--- src/rtl/sha256_compress.sv ---
// SHA-256 compression stage: one round per accepted schedule word, then a hash-state fold.
// Define SHA_CHAIN_EN to add chain_i, which lets a start continue from the previous digest.
module sha256_compress #(
  parameter int ROUNDS = 64
) (
  input  logic         clk_i,
  input  logic         rst_i,
  input  logic         start_i,
`ifdef SHA_CHAIN_EN
  input  logic         chain_i,
`endif
  input  logic         w_valid_i,
  input  logic [31:0]  w_i,
  output logic         w_ready_o,
  output logic         busy_o,
  output logic         done_o,
  output logic [255:0] digest_o
);

  typedef enum logic [1:0] {IDLE, ROUND, FINAL, DONE} state_t;

  localparam logic [255:0] IV = 256'h6a09e667_bb67ae85_3c6ef372_a54ff53a_510e527f_9b05688c_1f83d9ab_5be0cd19;
  localparam logic [5:0]   T_LAST = 6'(ROUNDS - 1);

  localparam logic [31:0] K [0:63] = '{
    32'h428a2f98, 32'h71374491, 32'hb5c0fbcf, 32'he9b5dba5, 32'h3956c25b, 32'h59f111f1, 32'h923f82a4, 32'hab1c5ed5,
    32'hd807aa98, 32'h12835b01, 32'h243185be, 32'h550c7dc3, 32'h72be5d74, 32'h80deb1fe, 32'h9bdc06a7, 32'hc19bf174,
    32'he49b69c1, 32'hefbe4786, 32'h0fc19dc6, 32'h240ca1cc, 32'h2de92c6f, 32'h4a7484aa, 32'h5cb0a9dc, 32'h76f988da,
    32'h983e5152, 32'ha831c66d, 32'hb00327c8, 32'hbf597fc7, 32'hc6e00bf3, 32'hd5a79147, 32'h06ca6351, 32'h14292967,
    32'h27b70a85, 32'h2e1b2138, 32'h4d2c6dfc, 32'h53380d13, 32'h650a7354, 32'h766a0abb, 32'h81c2c92e, 32'h92722c85,
    32'ha2bfe8a1, 32'ha81a664b, 32'hc24b8b70, 32'hc76c51a3, 32'hd192e819, 32'hd6990624, 32'hf40e3585, 32'h106aa070,
    32'h19a4c116, 32'h1e376c08, 32'h2748774c, 32'h34b0bcb5, 32'h391c0cb3, 32'h4ed8aa4a, 32'h5b9cca4f, 32'h682e6ff3,
    32'h748f82ee, 32'h78a5636f, 32'h84c87814, 32'h8cc70208, 32'h90befffa, 32'ha4506ceb, 32'hbef9a3f7, 32'hc67178f2
  };

  function automatic logic [31:0] rotr(input logic [31:0] x, input int n);
    rotr = (x >> n) | (x << (32 - n));
  endfunction

  state_t       r_state, w_state_next;
  logic [5:0]   r_t;
  logic [31:0]  r_wv [8];      // working variables, index 0 = a .. 7 = h
  logic [31:0]  r_hs [8];      // hash state the block started from
  logic [255:0] r_digest;

  logic [255:0] w_init;
  logic [31:0]  w_init_word [8];
  logic [255:0] w_sum;
  logic [31:0]  w_s0, w_s1, w_ch, w_maj, w_t1, w_t2;
  logic         w_beat;

`ifdef SHA_CHAIN_EN
  assign w_init = chain_i ? r_digest : IV;
`else
  assign w_init = IV;
`endif

  genvar gi;
  generate
    for (gi = 0; gi < 8; gi++) begin : g_word
      assign w_init_word[gi]         = w_init[255-32*gi -: 32];
      assign w_sum[255-32*gi -: 32]  = r_hs[gi] + r_wv[gi];
    end
  endgenerate

  assign w_s0  = rotr(r_wv[0], 2) ^ rotr(r_wv[0], 13) ^ rotr(r_wv[0], 22);
  assign w_s1  = rotr(r_wv[4], 6) ^ rotr(r_wv[4], 11) ^ rotr(r_wv[4], 25);
  assign w_ch  = (r_wv[4] & r_wv[5]) ^ (~r_wv[4] & r_wv[6]);
  assign w_maj = (r_wv[0] & r_wv[1]) ^ (r_wv[0] & r_wv[2]) ^ (r_wv[1] & r_wv[2]);
  assign w_t1  = r_wv[7] + w_s1 + w_ch + K[r_t] + w_i;
  assign w_t2  = w_s0 + w_maj;
  assign w_beat = w_valid_i && w_ready_o;
  assign digest_o = r_digest;

  always_ff @(posedge clk_i) begin
    if (rst_i) r_state <= IDLE;
    else       r_state <= w_state_next;
  end

  always_comb begin
    w_state_next = r_state;
    w_ready_o    = 1'b0;
    busy_o       = 1'b1;
    done_o       = 1'b0;
    case (r_state)
      IDLE: begin
        busy_o = 1'b0;
        if (start_i) w_state_next = ROUND;
      end
      ROUND: begin
        w_ready_o = 1'b1;
        if (w_valid_i && r_t == T_LAST) w_state_next = FINAL;
      end
      FINAL: w_state_next = DONE;
      DONE: begin
        done_o       = 1'b1;
        w_state_next = IDLE;
      end
      default: w_state_next = IDLE;
    endcase
  end

  // t parks at the last index after the final beat and is cleared in FINAL.
  always_ff @(posedge clk_i) begin
    if (rst_i) begin
      r_t      <= '0;
      r_digest <= IV;
      for (int i = 0; i < 8; i++) begin
        r_wv[i] <= '0;
        r_hs[i] <= IV[255-32*i -: 32];
      end
    end else begin
      case (r_state)
        IDLE: if (start_i) begin
          r_t <= '0;
          for (int i = 0; i < 8; i++) begin
            r_wv[i] <= w_init_word[i];
            r_hs[i] <= w_init_word[i];
          end
        end
        ROUND: if (w_beat) begin
          r_wv[7] <= r_wv[6];
          r_wv[6] <= r_wv[5];
          r_wv[5] <= r_wv[4];
          r_wv[4] <= r_wv[3] + w_t1;
          r_wv[3] <= r_wv[2];
          r_wv[2] <= r_wv[1];
          r_wv[1] <= r_wv[0];
          r_wv[0] <= w_t1 + w_t2;
          if (r_t != T_LAST) r_t <= r_t + 6'd1;
        end
        FINAL: begin
          r_digest <= w_sum;
          r_t      <= '0;
        end
        default: ;
      endcase
    end
  end

endmodule

--- config.mk ---
export PLATFORM = sky130hd
export DESIGN_NAME = sha256_compress
export DESIGN_NICKNAME = d
export VERILOG_FILES = /design/src/rtl/sha256_compress.sv
export SDC_FILE = /design/constraint.sdc
export NUM_CORES = 2
export LEC_CHECK = 0
export ABC_CLOCK_PERIOD_IN_PS = 16550
export CORE_MARGIN = 3
export CORE_UTILIZATION = 45
export CTS_BUF_LIST = sky130_fd_sc_hd__clkbuf_4
export CTS_CLUSTER_DIAMETER = 30
export DETAILED_ROUTE_END_ITERATION = 8
export PLACE_DENSITY = 0.62
export SKIP_LAST_GASP = 1
export SLEW_MARGIN = 20
export SYNTH_ARGS = -nofsm -noshare
export SYNTH_HDL_FRONTEND = slang
export SYNTH_SLANG_ARGS = --single-unit
--- constraint.sdc ---
create_clock -name clk_i -period 16.55 [get_ports clk_i]
set_input_delay 4.1375 -clock clk_i [delete_from_list [all_inputs] [get_ports clk_i]]
set_output_delay 4.1375 -clock clk_i [all_outputs]
set_load 0.01 [all_outputs]
Word level (Yosys, flattened, before mapping)
Memory sizes are Yosys's and may differ from the RTL's.
Index checks and enable logic that the tools add are counted.
{"block": "totals", "input_bits": 36, "wordCells": 128, "memories": 3, "mem_bits_ro": 2048, "ramBits": 504, "reg_bits": 264}
{"memory": "(no name shown)", "words": 64, "width": 32, "rd": 1, "rd_clocked_by_memory_dff": 0, "wr": 0, "line": "70", "source": "assign w_t1 = r_wv[7] + w_s1 + w_ch + K[r_t] + w_i;"}
{"memory": "r_wv", "words": 8, "width": 32, "rd": 8, "rd_clocked_by_memory_dff": 0, "wr": 8, "line": "42", "source": "logic [31:0] r_wv [8];"}
{"memory": "r_hs", "words": 8, "width": 31, "rd": 8, "rd_clocked_by_memory_dff": 0, "wr": 8, "line": "43", "source": "logic [31:0] r_hs [8];"}
{"block": "classes", "add_sub_neg": 16, "n_eq_ne": 9, "mux": 46, "n_bitwise": 44, "n_lt_le_gt_ge": 1, "n_reduce_logical": 6}
{"operator": "2-to-1 mux 32 bit", "count": 18}
{"operator": "adder 32 bit", "count": 15}
{"operator": "2-to-1 mux 31 bit", "count": 8}
{"operator": "bitwise XOR 32 bit", "count": 7}
{"operator": "AND 32 bit", "count": 5}
{"operator": "NOT 32 bit", "count": 1}
{"operator": "bitwise OR 10 x 32 -> 32 bit", "count": 1}
{"operator": "bitwise OR 19 x 32 -> 32 bit", "count": 1}
{"operator": "bitwise OR 21 x 32 -> 32 bit", "count": 1}
{"operator": "bitwise OR 26 x 32 -> 32 bit", "count": 1}
{"operator": "bitwise OR 30 x 32 -> 32 bit", "count": 1}
{"operator": "bitwise OR 7 x 32 -> 32 bit", "count": 1}
{"operator": "bitwise OR 1 bit", "count": 24}
{"operator": "2-to-1 mux 6 bit", "count": 3}
{"operator": "case mux 6 bit (3 select lines)", "count": 1}
{"operator": "2-to-1 mux 1 bit", "count": 13}
{"operator": "!= test 2 bit (second input constant)", "count": 4}
{"operator": "case mux 2 bit (4 select lines)", "count": 1}
{"operator": ">= comparator 7 bit (second input constant)", "count": 1}
{"operator": "NOT 6 -> 7 bit", "count": 1}
{"operator": "adder 6 x 1 -> 6 bit (second input constant)", "count": 1}
{"operator": "== test 6 bit (second input constant)", "count": 1}
{"operator": "!= test 6 bit (second input constant)", "count": 1}
{"operator": "== test 2 bit (second input constant)", "count": 2}
{"operator": "7 further kinds", "count": 9}

Depth between registers and ports, before layout
An unclocked memory read counts as a cell.
{"block": "logic_depth", "depth_word": 10, "depth_mapped": 36, "depth_no_buf": 33}

Worst setup path after synthesis
OpenSTA, ideal clock, no wires.
{"block": "synth_timing", "path_kind": "input to register", "from": "input port w_i[1]", "to": "memory r_wv[0][31], data pin", "setup_slack_ns": 6.076, "path_stages": 26, "arrival_time_ns": 10.208, "n_path_buf": 0, "setup_ns": 0.266, "cell_sequence": "fa_1 inv_1 fa_1 fa_1 inv_1 ha_1 fa_1 a211oi_1 o211ai_1 a31oi_2 o31ai_1 a21o_1 a21o_1 xor2_1 inv_1 fa_1 inv_1 ha_1 nand4_1 or2_0 a2111oi_0 o211ai_2 a31oi_1 a221oi_2 xnor3_1 nor2_1"}
{"item": "start, declared", "line": "13", "source": "input logic [31:0] w_i,"}
{"item": "end, declared", "line": "42"}

==> impl_metrics.yaml <==
critical_path:
  reg2reg_from: "r_t[1]"
  cp.required_ns: 17.21
  worst-setup-path-type: "in2reg"
  critical_path.startpoint: "w_i[1]"
  crit_arrival_ns: 11.71
  worst_setup_path_start_kind: "input pin"
  crit_fanout: 6
  endpoint_kind: "flop"
clocking:
  ctsHoldBuffers: 0
  clock_path_buffers: 3
  insertion_delay_ns: 1.02
  cts_root_buf: "clkbuf_4"
  cts_buffers: 146
  path_clk_slew_ns: 0.05
  cts_sinks: 520
  cts_setup_buffers: 0
  cts_tree: "built"
  cts_resized: 0
  h-tree-depth: 4
sta:
  fin_crit_ns: 11.05
  finalSetupTns_ns: 0
  hold_viol: 0
  clock_skew_ns: 0.0769
  setup_viol: 0
  fmax_mhz: 90.5
  rsz0062_at_grt: "false"
  fin_crit_sh_pct: 66.8
  drv_slew: 0
  slew-limit-headroom_pct: 26.7
  tightest_slew_ns: 1.10
finish:
  nFillCells: 7369
  nets: 4646
  drive_above_1_share_pct: 8.78
  multiInputGateArea_um2: 21600
  syn2layout_area_growth_pct: 15.2
  seq_area_um2: 12000
yosys:
  synth_edf_count: 160
  synth_area_per_cell_um2: 8.53
  synth.distinct_cells: 99
  synth_area_um2: 35600
  ys_seq_area_share_pct: 33.7
  synthCells: 4175
  synth_seq_cells: 520
  yosysWarnings: 0
  syn_nets: 4461
  ys_async_sr_fraction_pct: 0
  synth_flop_cell: "dfxtp_1"
detailed_routing:
  viasPerCell: 6.09
  vias: 33600
  drt_first_pass_iters: 6
  drt-total-wl_mm: 141
  drc_errors: 0
  drt_iter0_markers: 4529
  ant_nets: 0
  wl_per_cell_um: 25.5
floorplan:
  num_io_pins: 295
  core_um2: 78000
  placementRows: 102
  die_x_um: 287
  die-area_um2: 82500
  die_y_um: 287
  start_util_pct: 45.7
place:
  place.gp.congestion: 0.996
  dpl.hpwl_mm: 105
  port_buffers: 294
min_path:
  hold_class: "reg2reg"
  hold_path_startpoint: "digest_o[8]"
flow_run:
  cap_violations: 0
grt:
  grt_use_total_pct: 33.2
  overflow: 0
  grt_pass1_vias: 30200
  grt_pass1_wl_mm: 203
  grt_antenna_before_repair: 3
  grt_start_max_net_pins: 192
outcome:
  status: "finished clean"
==> cell families after synthesis <==
logic type	share of synthesized area, %
fa+ha+maj	11.8
xor+xnor	9.18
buf+inv	5.72
flops	33.7
simple gates	16.4
compound gates	20.4
mux	2.77
==> final cells by class <==
class / instances / share of cell area, %
clock inverter: 49 / 0.729
tap: 1040 / 3.17
multi-input combinational: 3119 / 52.7
antenna: 3 / 0.0183
inverter: 237 / 2.19
timing repair buffer: 336 / 8.04
sequential: 520 / 29.3
clock buffer: 213 / 3.90
==> per-layer routing <==
layer / vias to the layer above / GRT usage (%) / wire, um
li1: 15100 / - / -
met1: 16200 / 48.8 / 60700
met5: - / 0 / 0
met3: 248 / 7.29 / 16400
met2: 2002 / 47.5 / 58400
met4: 0 / 11.7 / 4940
==> synthesized netlist by cell type, types with 18 or more instances <==
cell        n  area, um^2
buf_1      28         105
and3_1     62         388
a211o_1    45         394
mux2_2     23         259
a211oi_1   69         518
mux2i_1    59         591
dfxtp_1   360        7210
or3_1      39         244
nand2_1   465        1750
ha_1      125        1560
fa_1      125        2500
a21o_1     62         465
o21ai_1    23         115
nand2b_1   22         138
xnor2_1   240        2100
clkbuf_1  259         972
or2_2      18         113
xor2_1    128        1120
a21oi_1   238        1190
inv_1     236         886
a31oi_1    64         400
nand3_1    76         380
o21a_1     35         263
o211ai_1   35         263
nor2_1    397        1490
edfxtp_1  160        4800
o21bai_1   20         150
o21ai_0   262        1310
and2_1     20         125
o31ai_1    23         173
a311oi_1   32         280
a22o_1     25         219
nor3_1    118         591
==> cells in the final DEF, fill, tap and decap left out, types with 18 or more instances in the layout <==
| cell type | count |
|---|---|
| nand2_1 | 462 |
| fa_1 | 125 |
| mux2i_1 | 59 |
| nand3_1 | 76 |
| o21a_1 | 35 |
| ha_1 | 124 |
| nor3_1 | 118 |
| clkdlybuf4s50_1 | 293 |
| nor2_1 | 395 |
| mux2_2 | 23 |
| xnor2_1 | 240 |
| xor2_1 | 128 |
| dfxtp_1 | 356 |
| a31oi_1 | 64 |
| or3_1 | 39 |
| and3_1 | 62 |
| a311oi_1 | 32 |
| a21oi_1 | 238 |
| inv_1 | 233 |
| a21o_1 | 62 |
| and2_1 | 19 |
| or2_2 | 18 |
| edfxtp_1 | 160 |
| o21ai_0 | 262 |
| clkbuf_4 | 213 |
| clkinv_1 | 21 |
| o21bai_1 | 20 |
| nand2b_1 | 22 |
| a22o_1 | 25 |
| a211o_1 | 45 |
| a211oi_1 | 69 |
| buf_4 | 39 |
| o31ai_1 | 23 |
| o211ai_1 | 35 |
| o21ai_1 | 23 |
==> final timing paths <==
kind	depth (start not counted)	slack (ns)	end
max	27	5.50	r_wv[0][31]
min	1	0.46	digest_o[8]
max reg2reg	31	6.24	r_wv[0][31]
min reg2reg	1	0.46	digest_o[8]
==> flip-flops by register name (all words and copies together) (netlist names) <==
register  count
digest_o    256
r_wv        256
r_t           6
r_state       2
==> per-stage QoR <==
| stage | cell area, um^2 | setup WS, ns | util, % | hold WS, ns | std cells |
|---|---|---|---|---|---|
| floorplan | 35600 | 6.08 | - | 0.453 | 4175 |
| global placement | 39100 | 4.81 | 50.1 | 0.449 | 5251 |
| detailed placement | 39100 | 4.67 | 50.1 | 0.453 | 5251 |
| CTS | 41000 | 5.69 | 52.6 | 0.465 | 5513 |
| global route | 41000 | 5.12 | 52.6 | 0.476 | 5516 |
| finish | 41000 | 5.50 | 52.6 | 0.462 | 5517 |
==> critical path: stages <==
cell and delay (ns):
clkdlybuf4s50_1 0.51, fa_1 0.57, inv_1 0.05, fa_1 0.46
fa_1 0.51, inv_1 0.05, ha_1 0.20, fa_1 0.48
a211oi_1 0.33, o211ai_1 0.16, a31oi_2 0.44, o31ai_1 0.19
a21o_1 0.20, a21o_1 0.18, xor2_1 0.23, inv_1 0.10
fa_1 0.55, inv_1 0.05, ha_1 0.37, nand4_1 0.21
or2_0 0.27, a2111oi_0 0.44, o211ai_2 0.22, a31oi_1 0.33
a221oi_2 0.12, xnor3_1 0.28, nor2_1 0.04
Power is not shown: default switching activity piles up to over one toggle a cycle in this logic, so the estimate is an artifact.
